## src/rtl/block_move_pkg.sv

```systemverilog
// Shared types and constants for the moving-block scheduler: command encodings,
// FSM states, default raster geometry and the per-axis bounce step.
package block_move_pkg;

    localparam int DEF_H_DISP     = 1280;
    localparam int DEF_V_DISP     = 720;
    localparam int DEF_BLOCK_SIZE = 40;

    typedef enum logic [1:0] {
        OP_SET_SPEED = 2'd0,
        OP_PAUSE     = 2'd1,
        OP_RESUME    = 2'd2,
        OP_HOME      = 2'd3
    } cmd_op_e;

    typedef enum logic [2:0] {
        S_IDLE,
        S_APPLY,
        S_UPD_X,
        S_UPD_Y,
        S_COMMIT
    } motion_state_e;

    localparam logic DIR_POS = 1'b0;
    localparam logic DIR_NEG = 1'b1;

    typedef struct packed {
        logic [10:0] pos;
        logic        dir;
    } axis_t;

    // One frame of motion on one axis; hitting either edge clamps and reverses.
    // A zero speed leaves both position and direction untouched.
    function automatic axis_t step_axis(axis_t cur, logic [3:0] spd, logic [10:0] lim);
        axis_t       nxt;
        logic [11:0] sum;
        nxt = cur;
        sum = {1'b0, cur.pos} + {8'b0, spd};
        if (spd != 4'd0) begin
            if (cur.dir == DIR_POS) begin
                if (sum >= {1'b0, lim}) begin
                    nxt.pos = lim;
                    nxt.dir = DIR_NEG;
                end else begin
                    nxt.pos = sum[10:0];
                end
            end else begin
                if (cur.pos <= {7'b0, spd}) begin
                    nxt.pos = '0;
                    nxt.dir = DIR_POS;
                end else begin
                    nxt.pos = cur.pos - {7'b0, spd};
                end
            end
        end
        return nxt;
    endfunction

endpackage

```

## src/rtl/block_motion_ctrl_frame_tick_gen.sv

```systemverilog
// Registers video_vs once and emits a one-cycle tick on its inactive-to-active edge.
module frame_tick_gen #(
    parameter int VS_POL = 1
) (
    input  logic clk,
    input  logic rst_n,
    input  logic video_vs,
    output logic frame_tick
);

    logic vs_act;
    logic vs_act_q;

    assign vs_act = (VS_POL != 0) ? video_vs : ~video_vs;

    always_ff @(posedge clk or negedge rst_n) begin
        if (!rst_n) begin
            vs_act_q   <= 1'b0;
            frame_tick <= 1'b0;
        end else begin
            vs_act_q   <= vs_act;
            frame_tick <= vs_act & ~vs_act_q;
        end
    end

endmodule

```

## src/rtl/block_motion_ctrl.sv

```systemverilog
// Frame-synchronous moving-block scheduler: applies one pending host command per
// frame, steps the block with edge bounce and commits coordinates during vsync.
module block_motion_ctrl
    import block_move_pkg::*;
#(
    parameter int H_DISP     = DEF_H_DISP,
    parameter int V_DISP     = DEF_V_DISP,
    parameter int BLOCK_SIZE = DEF_BLOCK_SIZE,
    parameter int VS_POL     = 1
) (
    input  logic        pixel_clk,
    input  logic        sys_rst_n,
    input  logic        video_vs,
    input  logic        cmd_valid,
    output logic        cmd_ready,
    input  logic [1:0]  cmd_op,
    input  logic [7:0]  cmd_arg,
    output logic [10:0] block_x,
    output logic [10:0] block_y,
    output logic        pos_valid,
    output logic        moving,
    output logic [15:0] frame_cnt
);

    localparam logic [10:0] XMAX = 11'(H_DISP - BLOCK_SIZE);
    localparam logic [10:0] YMAX = 11'(V_DISP - BLOCK_SIZE);

    logic          frame_tick;
    motion_state_e state;
    logic          slot_full;
    cmd_op_e       slot_op;
    logic [7:0]    slot_arg;
    logic [3:0]    spd_x;
    logic [3:0]    spd_y;
    axis_t         ax_x;
    axis_t         ax_y;
    logic          home_skip;
    logic          cmd_fire;

    frame_tick_gen #(
        .VS_POL (VS_POL)
    ) u_tick (
        .clk        (pixel_clk),
        .rst_n      (sys_rst_n),
        .video_vs   (video_vs),
        .frame_tick (frame_tick)
    );

    assign cmd_fire = cmd_valid & cmd_ready;

    always_ff @(posedge pixel_clk or negedge sys_rst_n) begin
        if (!sys_rst_n) begin
            state     <= S_IDLE;
            cmd_ready <= 1'b0;
            slot_full <= 1'b0;
            slot_op   <= OP_SET_SPEED;
            slot_arg  <= '0;
            spd_x     <= 4'd1;
            spd_y     <= 4'd1;
            ax_x      <= '{pos: '0, dir: DIR_POS};
            ax_y      <= '{pos: '0, dir: DIR_POS};
            home_skip <= 1'b0;
            moving    <= 1'b1;
            block_x   <= '0;
            block_y   <= '0;
            pos_valid <= 1'b0;
            frame_cnt <= '0;
        end else begin
            pos_valid <= 1'b0;
            case (state)
                S_IDLE: begin
                    if (cmd_fire) begin
                        slot_full <= 1'b1;
                        slot_op   <= cmd_op_e'(cmd_op);
                        slot_arg  <= cmd_arg;
                    end
                    // A command arriving with the tick still lands in this frame's APPLY.
                    if (frame_tick) begin
                        state     <= S_APPLY;
                        cmd_ready <= 1'b0;
                    end else begin
                        cmd_ready <= ~(slot_full | cmd_fire);
                    end
                end
                S_APPLY: begin
                    slot_full <= 1'b0;
                    home_skip <= 1'b0;
                    if (slot_full) begin
                        case (slot_op)
                            OP_SET_SPEED: begin
                                spd_x <= slot_arg[3:0];
                                spd_y <= slot_arg[7:4];
                            end
                            OP_PAUSE:  moving <= 1'b0;
                            OP_RESUME: moving <= 1'b1;
                            OP_HOME: begin
                                ax_x      <= '{pos: '0, dir: DIR_POS};
                                ax_y      <= '{pos: '0, dir: DIR_POS};
                                home_skip <= 1'b1;
                            end
                            default: ;
                        endcase
                    end
                    state <= S_UPD_X;
                end
                S_UPD_X: begin
                    if (moving && !home_skip) begin
                        ax_x <= step_axis(ax_x, spd_x, XMAX);
                    end
                    state <= S_UPD_Y;
                end
                S_UPD_Y: begin
                    if (moving && !home_skip) begin
                        ax_y <= step_axis(ax_y, spd_y, YMAX);
                    end
                    state <= S_COMMIT;
                end
                S_COMMIT: begin
                    block_x   <= ax_x.pos;
                    block_y   <= ax_y.pos;
                    pos_valid <= 1'b1;
                    frame_cnt <= frame_cnt + 16'd1;
                    cmd_ready <= ~slot_full;
                    state     <= S_IDLE;
                end
                default: begin
                    state     <= S_IDLE;
                    cmd_ready <= 1'b0;
                end
            endcase
        end
    end

endmodule

```

## config.mk

```make
export PLATFORM = sky130hd
export DESIGN_NAME = block_motion_ctrl
export DESIGN_NICKNAME = d
export VERILOG_FILES = /design/src/rtl/block_move_pkg.sv /design/src/rtl/block_motion_ctrl_frame_tick_gen.sv /design/src/rtl/block_motion_ctrl.sv
export SDC_FILE = /design/constraint.sdc
export NUM_CORES = 1
export LEC_CHECK = 0
export BUFFER_PORTS_ARGS = -buffer_cell sky130_fd_sc_hd__buf_4
export CORE_MARGIN = 4
export CORE_UTILIZATION = 59
export CTS_CLUSTER_DIAMETER = 150
export DETAILED_ROUTE_END_ITERATION = 8
export GPL_TIMING_DRIVEN = 0
export PLACE_DENSITY = 0.8
export SKIP_LAST_GASP = 1
export SYNTH_ARGS = -nofsm -noshare
export SYNTH_HDL_FRONTEND = slang
export SYNTH_HIERARCHICAL = 1
export SYNTH_SLANG_ARGS = --single-unit
```

## constraint.sdc

```tcl
create_clock -name pixel_clk -period 4.1 [get_ports pixel_clk]
set_clock_uncertainty 0.1 [all_clocks]
set_input_delay 0.615 -clock pixel_clk [delete_from_list [all_inputs] [get_ports pixel_clk]]
set_output_delay 0.615 -clock pixel_clk [all_outputs]
set_load 0.05 [all_outputs]
```

==> impl_metrics.csv, run 1 <==
group,metric,value,unit
sta,rsz0062_at_grt,"false",
global_routing,antenna_found_initial,0,
logic_synthesis,synth.top_cell.area_share,40.5,%
sta,hold_viol,0,
logic_synthesis,synth_xor_area_share,4.73,%
final_layout,area_delta_synth_final,13.3,%
critical_path,crit_chain,"ha_1 > inv_1 > fa_1 > o21bai_1 > a21oi_2 > nor3_1 > nor3_1 > o21bai_1 > o21ai_2 > a311oi_1 > o21ai_1",
logic_synthesis,synthAdderAreaFrac,6.15,%
critical_path,cp-end-kind,"flop",
logic_synthesis,synth.yosys.warnings,6,
logic_synthesis,synthTopCellsByCount,"dfrtp_1, mux2_2, nand2_1",
cts,cts_tree,"yes",
power_and_ir_drop,power_density,535,nW/um^2
logic_synthesis,synth_area,5370,sq um
sta,maxSlewViolCount,0,
drt,first_iter_violations,292,
die,dieWidth,103,um
critical_path,critPathBufInv,1,
cts,cts_hold_buf,0,
job,cap_viol_max_count,0,
cts,cts_max_level,3,
sta,period_share,81.3,%
cts,clockBufferDepth,2,
logic_synthesis,synthFlopType,"dfrtp_1",
logic_synthesis,yosysMostFrequentCell,"dfrtp_1",
sta,setup-tns-final,0,ps
power_and_ir_drop,p_sw,0.00139,W
cts,worstSkewPairLatency,370,ps
die,die-area,10700,sq um
cts,clk_pin_slew,100,ps
sta,hold_ws,267,ps
cts,cts_buffers,9,
power_and_ir_drop,ir_drop,0.000340,V
critical_path,crit_family,"compound AO/OA/AOI/OAI gates",
logic_synthesis,synth-seq-area-share,42.0,%
power_and_ir_drop,p_comb_share,45.0,%
cts,clockRootBuffer,"clkbuf_8",
logic_synthesis,netlist_top_cells_area,"dfrtp_1, mux2_2, ha_1",
sta,slew-limit-headroom,26.8,%
die,core,8810,sq um
drt,vias_per_cell,6.11,
critical_path,cp_slowest_cell,"dfstp_2",
logic_synthesis,synth-edff-count,0,
drt,wirelength,12400,um
logic_synthesis,synth_top_family_by_area,"compound AO/OA/AOI/OAI gates",
logic_synthesis,netlist_instances,544,
logic_synthesis,synthArstFlopShare,100,%
logic_synthesis,synth-seq-cells,90,
power_and_ir_drop,power.internal,0.00186,W
status,outcome,"finished, final reports clean",
logic_synthesis,synth_compound_area_share,17.6,%
logic_synthesis,synthMuxAreaShare,9.41,%
drt,avgRoutedWirePerCell,17.2,um
drt,first_pass_iters,7,
die,start_util,61.0,%
critical_path,worstPathArrival,3480,ps
die,die_height,103,um
sta,max_freq,0.300,GHz
logic_synthesis,syn_nets,582,
hold_path,min_path_type,"input port to flop",
place,gp_congestion,0.939,
drt,drtAntennaViolNets,0,
global_routing,grt_pass1_vias,4266,
logic_synthesis,synth.distinct_cells,80,
final_layout,finalNetCount,647,
global_routing,overflow,0,
place,hpwl,9120,um
final_layout,drive_gt1_share,23.0,%
global_routing,grt_max_degree,91,
critical_path,r2r_setup_slack,770,ps
power_and_ir_drop,seqPwrFrac,37.5,%
die,rows,34,
power_and_ir_drop,p_sw_share,42.7,%
global_routing,grt_use_total,24.8,%
die,ios,55,
sta,min_period,3330,ps
power_and_ir_drop,power.share.clock,17.6,%
power_and_ir_drop,p_leak,2.83,nW
global_routing,grt_pass1_wl,20900,um
cts,cts.sinks,90,
critical_path,critPathMaxStageDelay,570,ps
logic_synthesis,synth-simple-area-share,15.9,%
critical_path,critical_path_class,"flop to flop",
critical_path,cp-start-kind,"flop",
cts,cts.repair.resized,0,
sta,setup_viol,0,
drt,drc,0,
place,port_buffers,54,
logic_synthesis,synth_area_leader_cell,"dfrtp_1",
drt,via_count,4413,
final_layout,insertedDiodeCount,0,
critical_path,path_max_fanout,10,
critical_path,cp.required,4240,ps
cts,post_cts_buffers,0,
sta,tightest_slew,1100,ps
logic_synthesis,postSynthAreaPerCell,9.87,sq um
-- routing by layer --
layer | vias to the layer above | GRT usage, % | wire length [um]
met5 | - | 0 | 0
met4 | 0 | 8.76 | 170
met3 | 16 | 3.76 | 827
met2 | 164 | 38.3 | 5780
met1 | 2139 | 35.8 | 5620
li1 | 2094 | - | -
-- cells in the final DEF (no fill, tap or decap), types with 10 or more instances in the layout --
cell type / netlist / final
o21ai_1: 11 / 11
inv_1: 27 / 27
clkbuf_1: 20 / 21
ha_1: 20 / 20
a31oi_1: 10 / 10
nor3_1: 13 / 13
buf_4: 1 / 55
nand2_1: 40 / 40
nand3_1: 19 / 19
nor2_1: 36 / 36
mux2_2: 43 / 43
o21ai_0: 21 / 21
a21oi_1: 24 / 24
dfrtp_1: 87 / 87
xnor2_1: 20 / 20
-- per-stage QoR --
step / total power [W] / util [%] / cell area [sq um] / setup WS, ps / cells
floorplan: 0.00231 / - / 5370 / 1260 / 544
global placement: 0.00263 / 67.1 / 5910 / 893 / 706
detailed placement: 0.00269 / 67.1 / 5910 / 856 / 706
CTS: 0.00327 / 69.1 / 6090 / 835 / 722
global route: 0.00351 / 69.1 / 6090 / 583 / 722
finish: 0.00325 / 69.1 / 6090 / 765 / 722
-- area by class of cell --
type                            count  area [sq um]
Multi-Input combinational cell    397          2890
Fill cell                         696          2720
Sequential cell                    90          2260
Timing Repair Buffer               54           405
Tap cell                          108           135
Clock buffer                       10           128
Buffer                             29           119
Inverter                           28           105
Clock inverter                      6          48.8
-- path summary, 6_finish.rpt --
path | end | cells after the start | startpoint
min in group asynchronous | ax_y[6] | 1 | sys_rst_n
hold / removal | u_tick/vs_act_q | 1 | video_vs
setup / recovery | ax_x[3] | 11 | spd_x[0]
max in group asynchronous | ax_x[6] | 1 | sys_rst_n
hold reg to reg | u_tick/frame_tick | 1 | u_tick/vs_act_q
setup reg to reg | ax_x[3] | 11 | spd_x[0]
-- logic make-up (layout without fill, tap and decap cells) --
logic type,after synthesis,count (layout)
muxes,45,45
adders and majority gates,24,24
DFF,90,90
buffers and inverters,57,127
and+or+nand+nor,167,167
AOI/OAI and AO/OA,132,132
xor gates and xnor gates,29,29
-- power by group through the flow --
stage               sequential, W  clock [W]  combinational, W
global placement          0.00122          0           0.00140
CTS                       0.00122   0.000589           0.00146
global route              0.00124   0.000630           0.00163
floorplan                 0.00133          0          0.000983
detailed placement        0.00124          0           0.00145
finish                    0.00122   0.000571           0.00146
-- registers in the layout (all words and copies together) (netlist names) --
register	count
block_x	11
frame_cnt	16
home_skip	1
spd_y	4
u_tick/vs_act_q	1
ax_y	12
block_y	11
slot_full	1
pos_valid	1
cmd_ready	1
u_tick/frame_tick	1
moving	1
spd_x	4
slot_op	2
ax_x	12
state	3
slot_arg	8
No activity file was read; power rests on OpenSTA's default activity.
==> run 2: changes to the inputs <==
--- a/config.mk
+++ b/config.mk
@@ -7,11 +7,11 @@
 export LEC_CHECK = 0
 export BUFFER_PORTS_ARGS = -buffer_cell sky130_fd_sc_hd__buf_4
 export CORE_MARGIN = 4
-export CORE_UTILIZATION = 59
+export CORE_UTILIZATION = 54
 export CTS_CLUSTER_DIAMETER = 150
 export DETAILED_ROUTE_END_ITERATION = 8
 export GPL_TIMING_DRIVEN = 0
-export PLACE_DENSITY = 0.8
+export PLACE_DENSITY = 0.77
 export SKIP_LAST_GASP = 1
 export SYNTH_ARGS = -nofsm -noshare
 export SYNTH_HDL_FRONTEND = slang
==> constraint.sdc (replaced) <==
create_clock -name pixel_clk -period 2.7 [get_ports pixel_clk]
set_clock_uncertainty 0.1 [all_clocks]
set_input_delay 0.405 -clock pixel_clk [delete_from_list [all_inputs] [get_ports pixel_clk]]
set_output_delay 0.405 -clock pixel_clk [all_outputs]
set_load 0.05 [all_outputs]
==> run 2 against run 1 <==
Effect of this change:
- the run now ends with setup timing left
- core utilization increased by 2.3 points
- design area increased by 14%
- combinational power increased by 110%
- largest cell class unchanged
- wire length increased by 18%
- power increased by 81%
==> impl_metrics.csv, run 2 (synthesized netlist as in run 1, its figures left out) <==
group,metric,value,unit
cts,clockBufferDepth,2,
global_routing,overflow,0,
global_routing,met2_usage,39.9,%
global_routing,gr-usage-met3,4.74,%
place,gp_congestion,0.935,
final_layout,layout_common_cells,"buf_4, dfrtp_1, mux2_2",
power_and_ir_drop,p_leak,3.13,nW
critical_path,critPathBufInv,2,
drt,wirelength,14700,um
die,die_height,108,um
global_routing,use_met1,32.9,%
die,start_util,55.2,%
critical_path,cp_slowest_cell,"dfstp_2",
drt,drtAntennaViolNets,0,
cts,cts_max_level,3,
sta,setup_viol,16,
die,rows,36,
cts,clockRootBuffer,"clkbuf_8",
global_routing,grt_use_total,24.8,%
critical_path,cp.required,2850,ps
cts,cts_tree,"yes",
final_layout,top_regs,"frame_cnt: 16 flops, ax_x: 12 flops, ax_y: 12 flops",
die,die-area,11600,sq um
final_layout,final_common_cell,"buf_4",
global_routing,antenna_found_initial,0,
global_routing,grt_pass1_wl,23000,um
cts,clk_pin_slew,90,ps
critical_path,cp-start-kind,"flop",
sta,max_freq,0.350,GHz
critical_path,worstPathArrival,3010,ps
drt,first_pass_iters,7,
sta,rsz0062_at_grt,"true",
sta,period_share,106,%
sta,tightest_slew,1130,ps
final_layout,largest-register,"frame_cnt",
drt,first_iter_violations,517,
final_layout,drive_gt1_share,39.4,%
global_routing,grt_pass1_vias,4739,
status,outcome,"finished with violations",
place,hpwl,9420,um
sta,setup-tns-final,-1280,ps
sta,layout_setup_ws,-154,ps
power_and_ir_drop,ir_drop,0.000573,V
drt,via_count,4876,
critical_path,critical_path_class,"flop to flop",
critical_path,path_max_fanout,6,
final_layout,finalNetCount,691,
final_layout,area_delta_synth_final,29.5,%
global_routing,grt_max_degree,91,
sta,slew-limit-headroom,24.7,%
hold_path,min_path_type,"input port to flop",
final_layout,largest_reg_flops,16,
job,cap_viol_max_count,0,
final_layout,fillers,694,
drt,avgRoutedWirePerCell,18.6,um
power_and_ir_drop,power_density,846,nW/um^2
cts,cts_buffers,9,
sta,maxSlewViolCount,0,
die,ios,55,
critical_path,crit_family,"compound AO/OA/AOI/OAI gates",
place,port_buffers,54,
cts,cts.sinks,90,
critical_path,critPathMaxStageDelay,570,ps
die,dieWidth,108,um
final_layout,insertedDiodeCount,0,
sta,min_period,2850,ps
critical_path,crit_chain,"ha_4 > inv_2 > fa_2 > o21bai_4 > a21oi_4 > nor3b_2 > xor2_1 > or2_4 > buf_6 > o221a_4 > a21oi_2 > o21ai_1",
drt,drc,0,
die,core,9730,sq um
sta,hold_viol,0,
cts,worstSkewPairLatency,360,ps
cts,cts_hold_buf,0,
critical_path,cp-end-kind,"flop",
drt,vias_per_cell,6.16,
sta,hold_ws,55.3,ps
status,violations,"setup timing",
global_routing,busiest_layer,"met2",
power_and_ir_drop,total_power,0.00588,W
[run 2: cell count changes in the layout (fill, tap and decap cells not counted), sizes merged]
cell | before | now
buf | 63 | 105
clkinv | 0 | 3
clkinvlp | 3 | 0
inv | 31 | 29
a21boi | 2 | 3
bufinv | 0 | 1
clkbuf | 30 | 31
o21ai | 33 | 34
[run 2: power by group]
group / leakage (nW) / internal (W) / switching, W
Sequential: 1.19 / 0.00162 / 0.000239
Clock: 0.110 / 0.000484 / 0.000516
Combinational: 1.83 / 0.00129 / 0.00173
[run 2: final timing paths]
| check | slack, ps | to | depth (start not counted) | start |
|---|---|---|---|---|
| max in group asynchronous | 1560 | spd_y[1] | 1 | sys_rst_n |
| min | 60 | u_tick/vs_act_q | 1 | video_vs |
| max reg2reg | -150 | ax_x[4] | 12 | spd_x[0] |
| min in group asynchronous | 130 | ax_y[6] | 1 | sys_rst_n |
| max | -150 | ax_x[4] | 12 | spd_x[0] |
| min reg2reg | 350 | u_tick/frame_tick | 1 | u_tick/vs_act_q |
[run 2: per-stage QoR]
step	cell area, sq um	utilization [%]	cells	setup slack (ps)
floorplan	5390	-	544	-48.1
finish	6950	71.5	791	-154
global placement	5960	61.3	731	-429
detailed placement	5960	61.3	731	-502
global route	6950	71.5	791	-291
CTS	6620	68.1	776	-136
[run 2: layout make-up]
class | instances | area, sq um | area share [%]
repair buffers | 96 | 728 | 10.5
clock inverters | 5 | 61.3 | 0.882
well taps | 133 | 166 | 2.39
inverters | 28 | 108 | 1.55
multi-input cells | 399 | 3360 | 48.3
clock buffers | 11 | 151 | 2.18
flip-flops and latches | 90 | 2260 | 32.5
plain buffers | 29 | 123 | 1.76
[run 2: layer usage]
layer  share of wire (%)  vias to the layer above
met2                  48                      260
met4                 3.8                        0
met1                  41                     2375
met5                   0                        -
met3                 7.5                       64
li1                    -                     2177
[run 2: worst register-to-register path: stages, from the launching register on]
cell,delay (ps)
dfstp_2,570
ha_4,140
inv_2,40
fa_2,390
o21bai_4,190
a21oi_4,100
nor3b_2,250
xor2_1,160
or2_4,330
buf_6,130
o221a_4,200
a21oi_2,90
o21ai_1,70
[run 2: timing repair]
item / in CTS / in global routing
gates cloned: 2 / 0
pin swaps: 32 / 39
setup buffers: 27 / 15
setup endpoints to repair: 23 / 24
gates resized for setup: 47 / 58
==> run 3: changes to the inputs <==
--- a/config.mk
+++ b/config.mk
@@ -7,11 +7,12 @@
 export LEC_CHECK = 0
 export BUFFER_PORTS_ARGS = -buffer_cell sky130_fd_sc_hd__buf_4
 export CORE_MARGIN = 4
-export CORE_UTILIZATION = 54
+export CORE_UTILIZATION = 56
+export CTS_BUF_LIST = sky130_fd_sc_hd__clkbuf_4
 export CTS_CLUSTER_DIAMETER = 150
 export DETAILED_ROUTE_END_ITERATION = 8
 export GPL_TIMING_DRIVEN = 0
-export PLACE_DENSITY = 0.77
+export PLACE_DENSITY = 0.79
 export SKIP_LAST_GASP = 1
 export SYNTH_ARGS = -nofsm -noshare
 export SYNTH_HDL_FRONTEND = slang
==> run 3 against run 2 <==
Effect of this change:
- the run still ends with setup timing left
- fmax up 1.4%
- combinational power decreased by 3%
- die area decreased by 3.3%
- register-to-register slack better by 40 ps
- sequential share of layout area grew 0.21 points
- wire length fell by 4.3%
- flip-flop and latch count did not move
- hold slack got worse by 42 ps
- setup slack better by 39 ps
- core utilization increased by 3.0 points
- sequential power about the same
- critical path type unchanged
==> impl_metrics.csv, run 3 (synthesized netlist as in run 1, its figures left out) <==
group,metric,value,unit
die,start_util,57.9,%
place,place_inst,727,
sta,min_period,2810,ps
place,place_area,5960,sq um
critical_path,cp_slowest_cell,"dfstp_2",
power_and_ir_drop,ir_drop,0.000508,V
die,rows,35,
cts,cts.sinks,90,
status,outcome,"finished with violations",
sta,tightest_slew,1140,ps
final_layout,multi_input_area,3380,sq um
die,ios,55,
cts,cts_buffers,9,
global_routing,met2_usage,39.8,%
power_and_ir_drop,power_density,827,nW/um^2
global_routing,grt_pass1_wl,22400,um
global_routing,overflow,0,
final_layout,final_core_util,74.5,%
final_layout,instances_no_fill,782,
cts,clk_pin_slew,170,ps
global_routing,use_met1,34.1,%
sta,period_share,104,%
cts,clockBufferDepth,2,
global_routing,antenna_found_initial,0,
cts,clockRootBuffer,"clkbuf_4",
critical_path,critPathMaxStageDelay,590,ps
cts,cts_tree,"yes",
die,core,9280,sq um
drt,wirelength,14000,um
sta,setup_viol,14,
die,die-area,11200,sq um
critical_path,critPathBufInv,2,
drt,via_count,4788,
final_layout,top_regs,"frame_cnt: 16 flops, ax_x: 12 flops, ax_y: 12 flops",
critical_path,crit_family,"compound AO/OA/AOI/OAI gates",
die,die_height,106,um
power_and_ir_drop,p_sw,0.00242,W
global_routing,grt_pass1_vias,4654,
place,hpwl,9060,um
critical_path,crit_top_cell,"o21bai_4",
critical_path,cp.required,2950,ps
power_and_ir_drop,power.internal,0.00329,W
final_layout,final_common_cell,"buf_4",
final_layout,drive_gt1_share,38.3,%
status,violations,"setup timing",
critical_path,path_max_fanout,6,
final_layout,seq_area,2260,sq um
critical_path,worstPathArrival,3060,ps
critical_path,cp-end-kind,"flop",
drt,drtAntennaViolNets,0,
drt,first_pass_iters,8,
power_and_ir_drop,p_leak,3.10,nW
hold_path,min_path_type,"input port to async pin",
place,gp_congestion,0.940,
global_routing,grt_use_total,24.8,%
drt,first_iter_violations,478,
sta,layout_setup_ws,-115,ps
sta,hold_viol,0,
power_and_ir_drop,power.share.clock,16.0,%
final_layout,fillers,661,
power_and_ir_drop,total_power,0.00571,W
drt,drc,0,
cts,worstSkewPairLatency,450,ps
cts,cts_max_level,3,
drt,vias_per_cell,6.12,
sta,slew-limit-headroom,24.1,%
drt,avgRoutedWirePerCell,18.0,um
global_routing,grt_max_degree,91,
power_and_ir_drop,p_sw_share,42.4,%
job,cap_viol_max_count,0,
final_layout,largest-register,"frame_cnt",
place,port_buffers,54,
final_layout,finalNetCount,686,
critical_path,critical_path_class,"flop to flop",
final_layout,final_cell_area,6910,sq um
sta,rsz0062_at_grt,"true",
final_layout,area_delta_synth_final,28.7,%
die,dieWidth,106,um
final_layout,largest_reg_flops,16,
sta,maxSlewViolCount,0,
critical_path,cp-start-kind,"flop",
final_layout,insertedDiodeCount,0,
final_layout,layout_common_cells,"buf_4, dfrtp_1, mux2_2",
sta,hold_ws,13.1,ps
power_and_ir_drop,seqPwrFrac,32.4,%
sta,max_freq,0.355,GHz
global_routing,busiest_layer,"met2",
power_and_ir_drop,p_comb_share,51.5,%
global_routing,gr-usage-met3,4.61,%
critical_path,crit_chain,"ha_4 > inv_2 > fa_2 > o21bai_4 > a21oi_4 > nor3_4 > o21bai_4 > a211oi_4 > buf_12 > o21a_4 > o21ai_2 > a22o_1",
==> run 3: cell types whose count changed in the layout (fill, tap and decap cells not counted), moves of 3 or more <==
cell / previous run / this run
clkbuf_4: 0 / 11
clkbuf_8: 11 / 0
buf_4: 96 / 87
nor3_2: 7 / 3
o21ai_1: 14 / 11
==> run 3: routing by layer <==
metal  routed length, um  share of wire [%]  vias up
met2                6680                 48      256
met4                 346                2.5        0
met1                5870                 42     2324
met5                   0                  0        -
met3                1150                8.2       39
li1                    -                  -     2169
==> run 3: layout make-up <==
type | instances | area share (%)
inverter | 28 | 1.52
multi-input combinational | 399 | 48.9
clock inverter | 6 | 1.39
tap | 129 | 2.33
sequential | 90 | 32.7
clock buffer | 10 | 1.09
timing repair buffer | 91 | 10.3
buffer | 29 | 1.86
==> run 3: final timing paths <==
kind                                 startpoint                 to  slack, ps  depth (start not counted)
worst max-delay path                   spd_x[0]            ax_x[6]       -110                         12
worst min-delay path                  sys_rst_n            ax_y[6]         10                          1
worst max register to register         spd_x[0]            ax_x[6]       -110                         12
worst min register to register  u_tick/vs_act_q  u_tick/frame_tick        360                          1
max in group asynchronous             sys_rst_n           spd_y[1]       1630                          1
min in group pixel_clk               cmd_arg[3]        slot_arg[3]         90                          2
==> run 3: power groups by stage <==
| stage | combinational [W] | sequential [W] | clock, W |
|---|---|---|---|
| 2_1_floorplan | 0.00150 | 0.00202 | 0 |
| 3_3_place_gp | 0.00213 | 0.00186 | 0 |
| 3_5_place_dp | 0.00221 | 0.00188 | 0 |
| 4_1_cts | 0.00252 | 0.00185 | 0.000921 |
| 5_1_grt | 0.00317 | 0.00189 | 0.000983 |
| 6_report | 0.00294 | 0.00185 | 0.000915 |
==> run 3: worst reg2reg max path, delay by kind of cell, from the launching register on <==
family / cells / cell delay, ps
AOI/OAI and AO/OA: 7 / 1110
and+or+nand+nor: 1 / 210
DFF: 1 / 590
buffers and inverters: 2 / 190
adders and majority gates: 2 / 530
==> run 3: through the flow <==
| stage | setup WS (ps) | setup TNS [ps] |
|---|---|---|
| after CTS | -81.1 | -494 |
| after detailed placement | -503 | -5840 |
| after global routing | -214 | -2460 |
| after floorplan | -48.1 | -48.1 |
| after global placement | -422 | -4850 |
| final | -115 | -749 |
==> run 3: timing repair <==
action                                 CTS  global route
gates cloned                             2             0
setup endpoints to repair               23            24
endpoints found under the hold margin    1             0
pin swaps                               36            41
setup buffers                           22            16
hold buffers                             1             0
gates resized for setup                 54            54
